<file path="config.mk">
export PLATFORM = sky130hd
export DESIGN_NAME = sfu_accum
export DESIGN_NICKNAME = d
export VERILOG_FILES = /design/src/rtl/corelet_pkg.sv /design/src/rtl/sfu_lane.sv /design/src/rtl/sfu_accum.sv
export SDC_FILE = /design/constraint.sdc
export NUM_CORES = 1
export LEC_CHECK = 0
export CAP_MARGIN = 5
export CORE_AREA = 2 2 239 241
export CTS_CLUSTER_DIAMETER = 150
export DETAILED_ROUTE_END_ITERATION = 16
export DIE_AREA = 0 0 241 243
export GPL_TIMING_DRIVEN = 0
export PLACE_DENSITY = 0.65
export SLEW_MARGIN = 10
export SYNTH_ARGS = -nofsm -noshare
export SYNTH_HDL_FRONTEND = slang
export SYNTH_HIERARCHICAL = 1
export SYNTH_SLANG_ARGS = --single-unit
export TNS_END_PERCENT = 50
</file>
<file path="constraint.sdc">
create_clock -name clk -period 8.8 [get_ports clk]
set_input_delay 1.32 -clock clk [delete_from_list [all_inputs] [get_ports clk]]
set_output_delay 1.32 -clock clk [all_outputs]
set_load 0.02 [all_outputs]
</file>
<file path="src/rtl/corelet_pkg.sv">
// corelet_pkg: types and default widths shared by the corelet datapath blocks.
//   sfu_state_t : special-function stage FSM states
//   COL         : default lanes per psum vector
//   PSUM_BW     : default bits per psum lane
package corelet_pkg;

    localparam int unsigned COL     = 8;
    localparam int unsigned PSUM_BW = 16;

    typedef enum logic [2:0] {
        IDLE,
        FETCH,
        RD,
        LAT,
        WR,
        DONE
    } sfu_state_t;

endpackage

</file>
<file path="src/rtl/sfu_lane.sv">
// sfu_lane: one lane of the special-function datapath.
//   vec     in  psum_bw  lane of the vector popped from the ofifo
//   mem_q   in  psum_bw  lane of the OP SRAM read data
//   sum     in  psum_bw  lane of the registered accumulated sum
//   use_sum in  1        write back sum instead of vec (any pass after the first)
//   relu_en in  1        clamp negative values to zero (final pass)
//   add_out out psum_bw  vec + mem_q, wrapping, no saturation
//   wr_out  out psum_bw  value to write back to the OP SRAM
module sfu_lane
    import corelet_pkg::*;
#(
    parameter int unsigned psum_bw = PSUM_BW
) (
    input  logic [psum_bw-1:0] vec,
    input  logic [psum_bw-1:0] mem_q,
    input  logic [psum_bw-1:0] sum,
    input  logic               use_sum,
    input  logic               relu_en,
    output logic [psum_bw-1:0] add_out,
    output logic [psum_bw-1:0] wr_out
);

    logic [psum_bw-1:0] src;

    assign add_out = vec + mem_q;
    assign src     = use_sum ? sum : vec;
    assign wr_out  = (relu_en && src[psum_bw-1]) ? '0 : src;

endmodule

</file>
<file path="src/rtl/sfu_accum.sv">
// sfu_accum: drains psum vectors from the ofifo and accumulates them lane-wise in the
// OP SRAM over n_kij kernel passes (read-modify-write), applying ReLU on the final pass.
//   clk, reset   clock, asynchronous active-high reset
//   start        begin a run (sampled only in IDLE)
//   busy, done   not-idle flag, one-cycle completion pulse
//   ofifo_*      ofifo head vector, valid flag and pop strobe
//   mem_*        single-port OP SRAM: q (read data), d, addr, cen/wen (active-low)
module sfu_accum
    import corelet_pkg::*;
#(
    parameter int unsigned col       = COL,
    parameter int unsigned psum_bw   = PSUM_BW,
    parameter int unsigned n_out     = 36,
    parameter int unsigned n_kij     = 9,
    parameter int unsigned addr_bw   = 9,
    parameter int unsigned base_addr = 0
) (
    input  logic                   clk,
    input  logic                   reset,
    input  logic                   start,
    output logic                   busy,
    output logic                   done,
    input  logic                   ofifo_valid,
    input  logic [psum_bw*col-1:0] ofifo_out,
    output logic                   ofifo_rd,
    input  logic [psum_bw*col-1:0] mem_q,
    output logic [psum_bw*col-1:0] mem_d,
    output logic [addr_bw-1:0]     mem_addr,
    output logic                   mem_cen,
    output logic                   mem_wen
);

    localparam int unsigned VEC_W = psum_bw * col;
    localparam int unsigned IDX_W = (n_out > 1) ? $clog2(n_out) : 1;
    localparam int unsigned KIJ_W = (n_kij > 1) ? $clog2(n_kij) : 1;

    sfu_state_t state, state_next;

    logic [IDX_W-1:0]   idx;
    logic [KIJ_W-1:0]   kij;
    logic [VEC_W-1:0]   vec_r;
    logic [VEC_W-1:0]   sum_r;
    logic [VEC_W-1:0]   add_v;
    logic [VEC_W-1:0]   wr_v;
    logic [addr_bw-1:0] addr;
    logic               first;
    logic               last;
    logic               idx_last;

    assign first    = (kij == '0);
    assign last     = (kij == KIJ_W'(n_kij - 1));
    assign idx_last = (idx == IDX_W'(n_out - 1));
    assign addr     = addr_bw'(base_addr) + addr_bw'(idx);

    for (genvar i = 0; i < col; i++) begin : g_lane
        sfu_lane #(
            .psum_bw (psum_bw)
        ) u_lane (
            .vec     (vec_r[psum_bw*i +: psum_bw]),
            .mem_q   (mem_q[psum_bw*i +: psum_bw]),
            .sum     (sum_r[psum_bw*i +: psum_bw]),
            .use_sum (!first),
            .relu_en (last),
            .add_out (add_v[psum_bw*i +: psum_bw]),
            .wr_out  (wr_v[psum_bw*i +: psum_bw])
        );
    end

    always_ff @(posedge clk or posedge reset) begin
        if (reset) begin
            state <= IDLE;
            idx   <= '0;
            kij   <= '0;
            vec_r <= '0;
            sum_r <= '0;
        end else begin
            state <= state_next;
            case (state)
                IDLE: begin
                    if (start) begin
                        idx <= '0;
                        kij <= '0;
                    end
                end
                FETCH: begin
                    if (ofifo_valid) vec_r <= ofifo_out;
                end
                LAT: sum_r <= add_v;
                WR: begin
                    if (idx_last) begin
                        idx <= '0;
                        // kij stays at the last pass so done sees a stable counter
                        if (!last) kij <= kij + 1'b1;
                    end else begin
                        idx <= idx + 1'b1;
                    end
                end
                default: ;
            endcase
        end
    end

    always_comb begin
        state_next = state;
        busy       = (state != IDLE);
        done       = 1'b0;
        ofifo_rd   = 1'b0;
        mem_cen    = 1'b1;
        mem_wen    = 1'b1;
        mem_addr   = '0;
        mem_d      = '0;
        case (state)
            IDLE: begin
                if (start) state_next = FETCH;
            end
            FETCH: begin
                ofifo_rd = ofifo_valid;
                // the first pass writes raw data, so it skips the read
                if (ofifo_valid) state_next = first ? WR : RD;
            end
            RD: begin
                mem_cen    = 1'b0;
                mem_addr   = addr;
                state_next = LAT;
            end
            LAT: state_next = WR;
            WR: begin
                mem_cen    = 1'b0;
                mem_wen    = 1'b0;
                mem_addr   = addr;
                mem_d      = wr_v;
                state_next = (idx_last && last) ? DONE : FETCH;
            end
            DONE: begin
                done       = 1'b1;
                state_next = IDLE;
            end
            default: state_next = IDLE;
        endcase
    end

endmodule

</file>
==> metrics.md, run 1 <==
| Metric | Value |
|---|---|
| Critical path capture point type | `output pin` |
| Startpoint Class | `flop` |
| Final number of hold-violating endpoints | `0` |
| TritonCTS Sinks | `269` |
| Tcrit/Tclk final | `0.634` |
| Reg-to-reg slack, setup | `6.12 ns` |
| Worst-case vdd ir drop | `roughly 0.24 mV` |
| RSZ-0062 raised after global routing | `no` |
| Combined buffer and inverter count along the critical path | `4` |
| Synthesis-stage register bit count | `269` |
| Gate family responsible for the most delay along the worst path | `simple AND/OR/NAND/NOR gates` |
| Area fraction in and, or, nand and nor cells after synthesis | `0.140` |
| Gate Count Post-Synth | `roughly 1.9k` |
| # H-tree levels | `2` |
| Post_cts resized | `0` |
| Tmin final | `5.58 ns` |
| Wire length of the first global-routing pass | `~95000 um` |
| Number of enable-type register cells in the synthesized netlist | `0` |
| Number of hold-repair buffers added at the cts stage | `0` |
| Count of pins on the block boundary | `around 400` |
| Placed inst area | `0.0245 sq mm` |
| Top post-synthesis cells by area | `dfrtp_1 35%, mux2_2 14%, ha_1 7.9%` |
| Clock tree from TritonCTS | `built` |
| Die X | `approximately 240 um` |
| Max_slew headroom | `0.284` |
| Startpoint-to-endpoint class of the critical path | `flop to output pin` |
| Count of antenna-violating nets left after detailed routing | `0` |
| Vias per Instance | `about 5.3` |
| Kind of path behind the tightest hold check | `flop to flop` |
| Clock insertion delay at the later pin of the skew report | `between 0.5 and 0.6 ns` |
| Synthesized area divided by synthesized cell count | `roughly 10 sq um` |
| Layout fillers | `5322` |
| Pin count of the biggest net entering global routing | `110` |
| Worst endpoint data arrival time | `between 4 and 5 ns` |
| Cell Chain, Critical Path | `inv_1, ha_1, or3b_2, buf_2, mux2i_1, nor2b_1, buf_2, nor2_1, and3_1, clkdlybuf4s50_1` |
| Max FO, Critical Path | `10` |
| Compound-cell area share of the yosys netlist | `0.113` |
| Routed wirelength normalized by instance count | `around 20 um` |
| Drt total wl | `roughly 62000 um` |
| Global-route congestion overflow total | `0` |
| CTS clock-pin slew for the worst setup and hold paths | `0.05 ns` |
| Floorplan core area | `0.0560 sq mm` |
| Main combinational cell family by area after synthesis | `multiplexers` |
| Parity-gate share of the synthesized area counting xor and xnor cells | `0.0499` |
| DRC viols | `0` |
| CTS Buffer Depth | `3` |
| Total number of nets in the final design | `2733` |
| Number of core rows | `87` |
| Max Freq | `~180 MHz` |
| Final total negative setup slack | `0 ns` |
| Critical path required time | `7.48 ns` |
| Starting utilization of the core area | `0.348` |
| Growth of design area from synthesis to finish | `32.3%` |
| Top-count cell post-synth | `dfrtp_1` |
| Longest individual stage delay on the worst path | `just over 0.7 ns` |
| Adder and majority gate portion of the synthesized area | `0.0873` |
| Clock buffer count from CTS | `37` |
| Final weighted congestion of routability-driven global placement | `0.913` |
| Number of warning messages in the yosys log | `6` |
| Most common cell type on the critical path | `buf_2` |
| Worst Slack Setup Final | `3.22 ns` |
| Critical-path top delay cell | `or3b_2` |
| Die area | `0.0586 sq mm` |
| Leading register cell type out of synthesis | `dfrtp_1` |
| Top cell type by total area after synthesis | `dfrtp_1` |
| Setup Slack @ Placement | `around 3.7 ns` |
| Number of global-route vias before repair | `around 17k` |
| IO buf count | `398` |
| Vert. Die Dim | `243 um` |
| Worst slew pin tran | `roughly 1.1 ns` |
| Setup skew after layout | `0.0136 ns` |
| Root buf cell | `clkbuf_16` |
| # Post-CTS Setup Buffers | `0` |
| Share of cells above drive strength 1 | `0.192` |
| Detailed placement HPWL | `47500 um` |
| Fraction of the yosys area taken by sequential cells | `0.346` |
| Synth unique cells | `72` |
| Count of pins over their slew limit | `0` |
| Netlist area before placement | `0.0195 sq mm` |
| Leakage component of the power | `between 10 and 15 nW` |
| Share of synthesized registers carrying an async set or reset | `1.00` |
| Run status | `finished clean` |
| Total number of vias | `~16k` |
| Detailed Routing Iterations Pass 1 | `5` |
| Commonest cells in the netlist | `269 x dfrtp_1, 239 x mux2_2, 157 x nor2_1, 145 x mux2i_1, 134 x and3_1` |
| Drt initial violations | `809` |
| Number of antenna violations at the first check in global routing | `10` |
| Max Cap Viol | `0` |
| Top-area cell type share of the netlist area | `0.346` |
| Total global-route track usage | `0.207` |
| Final setup violation count | `0` |
| Layout Cell Area excl Fill | `0.0258 sq mm` |
| Multiplexer area fraction after synthesis | `0.224` |
| PwrDens | `360 mW/mm^2` |
## cell usage in the layout (no fill, tap or decap), types with 7 or more instances in the layout
master and count:
a21o_1 32, mux2_1 19, clkdlybuf4s50_1 398, ha_1 123, nor3_1 17, nand4_1 13, inv_1 16, o211ai_2 10
mux2_2 239, o21ai_0 37, nand2_1 81, fa_1 8, xnor2_1 66, nor2b_1 15, clkbuf_1 34, xor2_1 45
nand3_1 44, buf_6 19, a31oi_1 13, clkbuf_16 39, and3_1 134, mux2i_1 145, nor2_1 157, a21oi_1 124
o211ai_1 14, a211o_1 8, buf_2 55, dfrtp_1 269, or2_2 7, o21ai_1 21, nor3_2 14, buf_4 14
o21bai_1 11
## metrics by stage
| stage | cells | utilization | hold WS, ns | power, mW |
|---|---|---|---|---|
| 4_1_cts | 3122 | 0.460 | 0.507 | 9.33 |
| 6_report | 3125 | 0.460 | 0.504 | 9.27 |
| 3_5_place_dp | 3059 | 0.437 | 0.494 | 7.67 |
| 5_1_grt | 3122 | 0.460 | 0.520 | 10.0 |
| 2_1_floorplan | 1903 | - | 0.479 | 6.21 |
| 3_3_place_gp | 3057 | 0.436 | 0.487 | 7.55 |
## flip-flops by register name, summed over array words and instances (netlist names)
name / flops
state: 3
vec_r: 128
idx: 6
sum_r: 128
kij: 4
## power by group
group | internal (mW) | leakage, nW | switching [mW] | total [mW]
sequential | 1.86 | 3.18 | 0.461 | 2.32
combinational | 2.56 | 7.30 | 2.80 | 5.35
clock | 1.00 | 0.623 | 0.589 | 1.59
total | 5.42 | 11.1 | 3.85 | 9.27
## layout make-up
type / instances / area, sq um / share of cell area
inverter: 19 / 81.3 / 0.00316
multi-input combinational: 1498 / 12000 / 0.465
clock buffer: 52 / 1080 / 0.0421
antenna: 3 / 7.51 / 0.000291
timing repair buffer: 400 / 4040 / 0.157
tap: 756 / 946 / 0.0367
clock inverter: 11 / 190 / 0.00738
sequential: 269 / 6730 / 0.261
buffer: 117 / 706 / 0.0274
## worst paths after layout
path                           start          to  depth (start not counted)
max                           kij[0]   mem_d[78]                         10
min reg2reg                sum_r[29]   sum_r[29]                          1
max reg2reg                vec_r[16]   sum_r[26]                          8
max in group asynchronous      reset  vec_r[110]                          3
min in group asynchronous      reset   vec_r[43]                          2
min                        sum_r[29]   sum_r[29]                          1
## routing by layer
metal	global-route usage	share of wire	vias to the layer above
met5	0	0.0014	-
met2	0.342	0.47	496
met4	0.0557	0.023	14
li1	-	-	7816
met3	0.0481	0.069	97
met1	0.269	0.44	8054
## kinds of logic (layout without fill, tap and decap cells)
group                    after synthesis  in the layout
XOR/XNOR                             111            111
buffers and inverters                136            599
adder cells (fa/ha/maj)              131            131
other                                  1              6
multiplexers                         403            403
AO/OA/AOI/OAI                        329            329
AND/OR/NAND/NOR                      521            521
flip-flops                           269            269
Power figures use the tool's default switching activity.
==> run 2, diff against run 1 <==
clock period = 4.53 ns   (was 8.8 ns; I/O delays follow)
==> run 2 against run 1 <==
Compared with the run above:
- die area did not move
- cell count rose by 0.26%
- routed wire length fell by 0.24%
- combinational power is 94% higher
- flip-flop and latch count is the same
- first-iteration DRC count fell by 3.6%
- clock skew fell by 0.0017 ns
- sequential power increased by 94%
- critical path type unchanged
- critical endpoint is now mem_d[126]
- highest routed layer unchanged
==> metrics.md, run 2 (synthesized netlist as in run 1, its figures left out) <==
| Metric | Value |
|---|---|
| Final weighted congestion of routability-driven global placement | `0.942 (+3.1%)` |
| Run status | `finished clean` |
| Total global-route track usage | `0.206 (-0.00140)` |
| TritonCTS Sinks | `269 (unchanged)` |
| Total number of nets in the final design | `2738 (+0.18%)` |
| M3 GR Usage | `0.0547 (+0.00660)` |
| Critical path capture point type | `output pin` |
| Routed wirelength normalized by instance count | `19.7 um (-0.49%)` |
| Starting utilization of the core area | `0.348 (unchanged)` |
| Vert. Die Dim | `243 um (unchanged)` |
| Leakage component of the power | `11.1 nW (+0.15%)` |
| # H-tree levels | `2 (unchanged)` |
| Met2 track utilization from global routing | `0.344 (+0.00169)` |
| Final setup violation count | `0 (unchanged)` |
| Count of pins over their slew limit | `0 (unchanged)` |
| Most frequent standard cell in the layout excluding fill and tap cells | `clkdlybuf4s50_1` |
| Tmin final | `between 4 and 5 ns` |
| Worst slew pin tran | `0.757 ns (-0.315 ns)` |
| Number of hold-repair buffers added at the cts stage | `0 (unchanged)` |
| Root buf cell | `clkbuf_16` |
| Max Cap Viol | `0 (unchanged)` |
| Layout Cell Area excl Fill | `0.0258 sq mm (+0.24%)` |
| Final total negative setup slack | `0 ns (unchanged)` |
| Clock insertion delay at the later pin of the skew report | `0.54 ns (about the same)` |
| DRC viols | `0 (unchanged)` |
| Final number of hold-violating endpoints | `0 (unchanged)` |
| Placed inst area | `0.0246 sq mm (+0.41%)` |
| Cell Chain, Critical Path | `inv_1, ha_1, or3b_4, buf_2, mux2i_1, nor2b_2, buf_2, nor2_1, and3_1, clkdlybuf4s50_1` |
| Detailed placement HPWL | `47800 um (+0.65%)` |
| Floorplan core area | `0.0560 sq mm (unchanged)` |
| Most common cell type on the critical path | `buf_2` |
| Max FO, Critical Path | `10 (unchanged)` |
| # Post-CTS Setup Buffers | `0 (unchanged)` |
| Longest individual stage delay on the worst path | `0.54 ns (-0.18 ns)` |
| Clock buffer count from CTS | `36 (-2.7%)` |
| RSZ-0062 raised after global routing | `yes` |
| Layout fillers | `5287 (-0.66%)` |
| Most used routing layer | `met2` |
| Worst endpoint data arrival time | `3.67 ns (-0.59 ns)` |
| Max_slew headroom | `0.495 (+0.211)` |
| Startpoint-to-endpoint class of the critical path | `flop to output pin` |
| Kind of path behind the tightest hold check | `flop to flop` |
| Vias per Instance | `5.25 (-0.47%)` |
| Startpoint Class | `flop` |
| Total number of vias | `16.4k (-0.22%)` |
| PwrDens | `691 mW/mm^2 (+92%)` |
| Number of global-route vias before repair | `16.7k (-0.92%)` |
| M1 GR Usage | `0.263 (-0.00643)` |
| Setup skew after layout | `0.0119 ns (-0.00172 ns)` |
| Final Util | `0.461 (+0.00112)` |
| Max Freq | `230 MHz` |
| Critical-path top delay cell | `clkdlybuf4s50_1` |
| IO buf count | `398 (unchanged)` |
| CTS clock-pin slew for the worst setup and hold paths | `0.06 ns (about the same)` |
| Worst Slack Setup Final | `0.184 ns (-3.04 ns)` |
| Share of cells above drive strength 1 | `0.198 (+0.00618)` |
| Count of pins on the block boundary | `402 (unchanged)` |
| CTS Buffer Depth | `3 (unchanged)` |
| Clock tree from TritonCTS | `built` |
| Count of antenna-violating nets left after detailed routing | `0 (unchanged)` |
| Number of antenna violations at the first check in global routing | `13 (+3)` |
| Die X | `241 um (unchanged)` |
| Setup Slack @ Placement | `-0.0162 ns (-3.76 ns)` |
| Detailed Routing Iterations Pass 1 | `5 (unchanged)` |
| Die area | `0.0586 sq mm (unchanged)` |
| Pin count of the biggest net entering global routing | `36 (-67%)` |
| Drt initial violations | `780 (-3.6%)` |
| Drt total wl | `61800 um (-0.24%)` |
| Tcrit/Tclk final | `0.959` |
| Worst-case vdd ir drop | `0.324 mV (+34%)` |
| Critical path required time | `3.85 ns (-3.63 ns)` |
| Biggest registers after layout | `sum_r: 128 flops, vec_r: 128 flops, idx: 6 flops` |
| Number of core rows | `87 (unchanged)` |
| Global-route congestion overflow total | `0 (unchanged)` |
| Most frequent cells in the layout | `397 x clkdlybuf4s50_1, 269 x dfrtp_1, 239 x mux2_2, 156 x nor2_1, 144 x mux2i_1` |
| Growth of design area from synthesis to finish | `32.6%` |
| Wire length of the first global-routing pass | `94500 um (-0.38%)` |
| Design Power | `17.8 mW (+92%)` |
==> run 2: cell types whose count changed in the layout (fill, tap and decap cells not counted), sizes merged <==
| cell | delta |
|---|---|
| dlymetal6s2s | +1 |
| clkinvlp | +2 |
| clkinv | +2 |
| inv | -2 |
| clkbuf | +3 |
| bufinv | -3 |
| clkdlybuf4s50 | -1 |
| buf | +5 |
| diode | +1 |
==> run 2: final cells by class <==
| class | count | area, sq um | share of cell area |
|---|---|---|---|
| clock inverter | 10 | 106 | 0.00412 |
| multi-input combinational | 1498 | 12000 | 0.465 |
| sequential | 269 | 6730 | 0.261 |
| inverter | 19 | 81.3 | 0.00315 |
| buffer | 117 | 711 | 0.0275 |
| clock buffer | 54 | 1080 | 0.0418 |
| antenna | 4 | 10.0 | 0.000388 |
| tap | 756 | 946 | 0.0366 |
| timing repair buffer | 406 | 4150 | 0.161 |
==> run 2: critical path: cells and delay by family (launching register included) <==
| family | cells | cell delay, ns |
|---|---|---|
| simple gates | 4 | 1.15 |
| mux | 1 | 0.19 |
| buf+inv | 4 | 1.20 |
| fa+ha+maj | 1 | 0.17 |
| flops | 1 | 0.40 |
==> run 2: worst paths after layout <==
path / start / end / slack (ns) / cells after the start
setup reg to reg: vec_r[32] / sum_r[42] / 1.84 / 8
hold / removal: sum_r[3] / sum_r[3] / 0.50 / 1
max in group asynchronous: reset / sum_r[101] / 2.78 / 5
hold reg to reg: sum_r[3] / sum_r[3] / 0.50 / 1
min in group asynchronous: reset / vec_r[46] / 0.61 / 2
setup / recovery: kij[0] / mem_d[126] / 0.18 / 10
==> run 2: metal layers <==
| layer | vias to the layer above | wire length, um | part of all wire |
|---|---|---|---|
| li1 | 7817 | - | - |
| met1 | 7993 | 26900 | 0.44 |
| met2 | 502 | 29000 | 0.47 |
| met3 | 107 | 4580 | 0.074 |
| met4 | 22 | 1170 | 0.019 |
| met5 | - | 149 | 0.0024 |
==> run 2: repair_timing <==
item                                    in CTS  in global routing
gates resized for setup                      9                  7
pin swaps                                    0                  0
endpoints found under the setup margin      85                 22
==> run 2: stage by stage <==
| stage | hold WS [ns] | instances |
|---|---|---|
| after floorplan | 0.479 | 1903 |
| after global placement | 0.487 | 3057 |
| after detailed placement | 0.494 | 3065 |
| after CTS | 0.505 | 3129 |
| after global routing | 0.516 | 3129 |
| final | 0.503 | 3133 |
==> run 2: where the power goes <==
group          internal (mW)  switching (mW)  total (mW)
logic                   4.99            5.44        10.4
registers               3.62           0.889        4.51
clock network           1.76            1.13        2.89
==> run 3, diff against run 2 <==
ABC_CLOCK_PERIOD_IN_PS = 4530   (was unset)
CORE_AREA = 2 2 212 214   (was 2 2 239 241)
DIE_AREA = 0 0 214 216   (was 0 0 241 243)
PLACE_DENSITY = 0.79   (was 0.65)
==> run 3 against run 2 <==
Compared with the run above:
- hold slack improved by 0.00087 ns
- clock power rose by 5%
- setup slack got worse by 0.0022 ns
- total power rose by 1.1%
- maximum frequency barely moved
- clock skew fell by 0.0031 ns
- core utilization rose by 12 points
- first-iteration DRC count rose by 17%
- via count rose by 1.5%
- largest cell class unchanged
- largest power group unchanged
- highest routed layer unchanged
==> metrics.md, run 3 (synthesized netlist as in run 1, its figures left out) <==
| Metric | Value |
|---|---|
| # Post-CTS Setup Buffers | `0 (unchanged)` |
| Max FO, Critical Path | `10 (unchanged)` |
| DRC viols | `0 (unchanged)` |
| Final weighted congestion of routability-driven global placement | `0.928 (-1.5%)` |
| Hold path endpoint | `sum_r[118]` |
| Routed wirelength normalized by instance count | `20.1 um (+2.1%)` |
| PwrDens | `702 mW/mm^2 (+1.6%)` |
| Number of antenna violations at the first check in global routing | `7 (-6)` |
| Wire length of the first global-routing pass | `95300 um (+0.87%)` |
| Number of core rows | `77 (-11%)` |
| CTS Buffer Depth | `3 (unchanged)` |
| Total global-route track usage | `0.257 (+0.0515)` |
| IO buf count | `398 (unchanged)` |
| Number of hold-repair buffers added at the cts stage | `0 (unchanged)` |
| Final setup violation count | `0 (unchanged)` |
| Critical path capture point type | `output pin` |
| Max_slew headroom | `0.158 (-0.337)` |
| Detailed placement HPWL | `45900 um (-4.0%)` |
| Biggest registers after layout | `sum_r: 128 flops, vec_r: 128 flops, idx: 6 flops` |
| Drt total wl | `59800 um (-3.2%)` |
| Final Util | `0.586 (+0.125)` |
| Starting utilization of the core area | `0.444 (+0.0962)` |
| Worst endpoint data arrival time | `3.67 ns (about the same)` |
| Die area | `0.0462 sq mm (-21%)` |
| Global-route congestion overflow total | `0 (unchanged)` |
| Pin count of the biggest net entering global routing | `38 (+5.6%)` |
| Leakage component of the power | `11.2 nW (+0.31%)` |
| Design Power | `18.0 mW (+1.1%)` |
| Vert. Die Dim | `216 um (-11%)` |
| Startpoint-to-endpoint class of the critical path | `flop to output pin` |
| Hold path cells | `1 (unchanged)` |
| Startpoint Class | `flop` |
| Critical path required time | `3.85 ns (about the same)` |
| Vias per Instance | `5.62 (+7.1%)` |
| Run status | `finished clean` |
| TritonCTS Sinks | `269 (unchanged)` |
| Number of cells on the worst reg-to-reg path | `8 (unchanged)` |
| Number of global-route vias before repair | `17.2k (+3.2%)` |
| Drt initial violations | `912 (+17%)` |
| # H-tree levels | `2 (unchanged)` |
| Tmin final | `4.35 ns (+0.00217 ns)` |
| Clock buffer count from CTS | `35 (-2.8%)` |
| Tcrit/Tclk final | `0.960 (about the same)` |
| Growth of design area from synthesis to finish | `31.9%` |
| Final number of hold-violating endpoints | `0 (unchanged)` |
| Origin of the worst min-delay path | `sum_r[118]` |
| Floorplan core area | `0.0438 sq mm (-22%)` |
| Total number of nets in the final design | `2737 (-0.037%)` |
| CTS clock-pin slew for the worst setup and hold paths | `0.05 ns (about the same)` |
| Setup skew after layout | `0.00879 ns (-0.00312 ns)` |
| Count of antenna-violating nets left after detailed routing | `0 (unchanged)` |
| Clock tree from TritonCTS | `built` |
| Root buf cell | `clkbuf_16` |
| Most frequent cells in the layout | `397 x clkdlybuf4s50_1, 269 x dfrtp_1, 239 x mux2_2, 156 x nor2_1, 144 x mux2i_1` |
| Reg-to-reg slack, setup | `1.80 ns (-0.04 ns)` |
| Count of pins over their slew limit | `0 (unchanged)` |
| Clock insertion delay at the later pin of the skew report | `0.54 ns (about the same)` |
| Max Cap Viol | `0 (unchanged)` |
| RSZ-0062 raised after global routing | `no` |
| Hold Slack | `0.503 ns (+0.000874 ns)` |
| Detailed Routing Iterations Pass 1 | `6 (+1)` |
| Max Freq | `230 MHz (about the same)` |
| Most frequent standard cell in the layout excluding fill and tap cells | `clkdlybuf4s50_1` |
| Worst slew pin tran | `1.26 ns (+0.506 ns)` |
| Post_cts resized | `4 (-5)` |
| Final total negative setup slack | `0 ns (unchanged)` |
| Kind of path behind the tightest hold check | `flop to flop` |
| Share of cells above drive strength 1 | `0.199 (+0.000927)` |
| Worst-case vdd ir drop | `0.473 mV (+46%)` |
| Die X | `214 um (-11%)` |
| Capturing point of the worst reg2reg path | `sum_r[42]` |
| Total number of vias | `16.7k (+1.5%)` |
| Count of pins on the block boundary | `402 (unchanged)` |
| Launching point of the worst reg2reg path | `vec_r[32]` |
-- run 3: metrics by stage --
step / area [sq um] / setup slack (ns) / std cells
2_1_floorplan: 19500 / 0.297 / 1903
3_3_place_gp: 24200 / -1.90 / 2893
3_5_place_dp: 24400 / 0.171 / 2901
4_1_cts: 25700 / 0.00469 / 2964
5_1_grt: 25700 / 0.0205 / 2966
6_report: 25700 / 0.182 / 2969
-- run 3: area by class of cell --
class,count,area (sq um)
clock inverter,12,171
sequential,269,6730
buffer,117,707
fill,3721,18100
clock buffer,51,1100
tap,592,741
timing repair buffer,406,4150
multi-input combinational,1498,12000
inverter,19,81.3
antenna,5,12.5
-- run 3: worst max path at each step --
stage                 from   endpoint  slack, ns
floorplan            reset     idx[0]       0.30
global route        kij[0]   mem_d[7]       0.02
detailed placement  kij[0]  mem_d[78]       0.17
finish              kij[0]  mem_d[78]       0.18
global placement     reset  vec_r[95]      -1.90
CTS                 kij[0]  mem_d[78]      0.005
-- run 3: power breakdown --
part           switching, mW  total [mW]  internal [mW]
sequential             0.916        4.53           3.62
clock                   1.12        3.03           1.91
combinational           5.46        10.5           4.99
-- run 3: worst max-delay path, cell delays in order, from the launching register on --
cell and delay, ns:
dfrtp_1 0.40, inv_1 0.09, ha_1 0.17, or3b_4 0.52
buf_4 0.25, mux2i_2 0.29, nor2b_4 0.13, buf_2 0.22
nor2_2 0.24, and3_1 0.19, clkdlybuf4s50_1 0.60
-- run 3: layer usage --
layer,routed length (um),share of wire,up-vias,GRT usage
met5,60,0.0010,-,0
met2,28800,0.48,561,0.440
li1,-,-,7812,-
met1,25700,0.43,8201,0.326
met4,1410,0.024,8,0.0765
met3,3720,0.062,99,0.0544
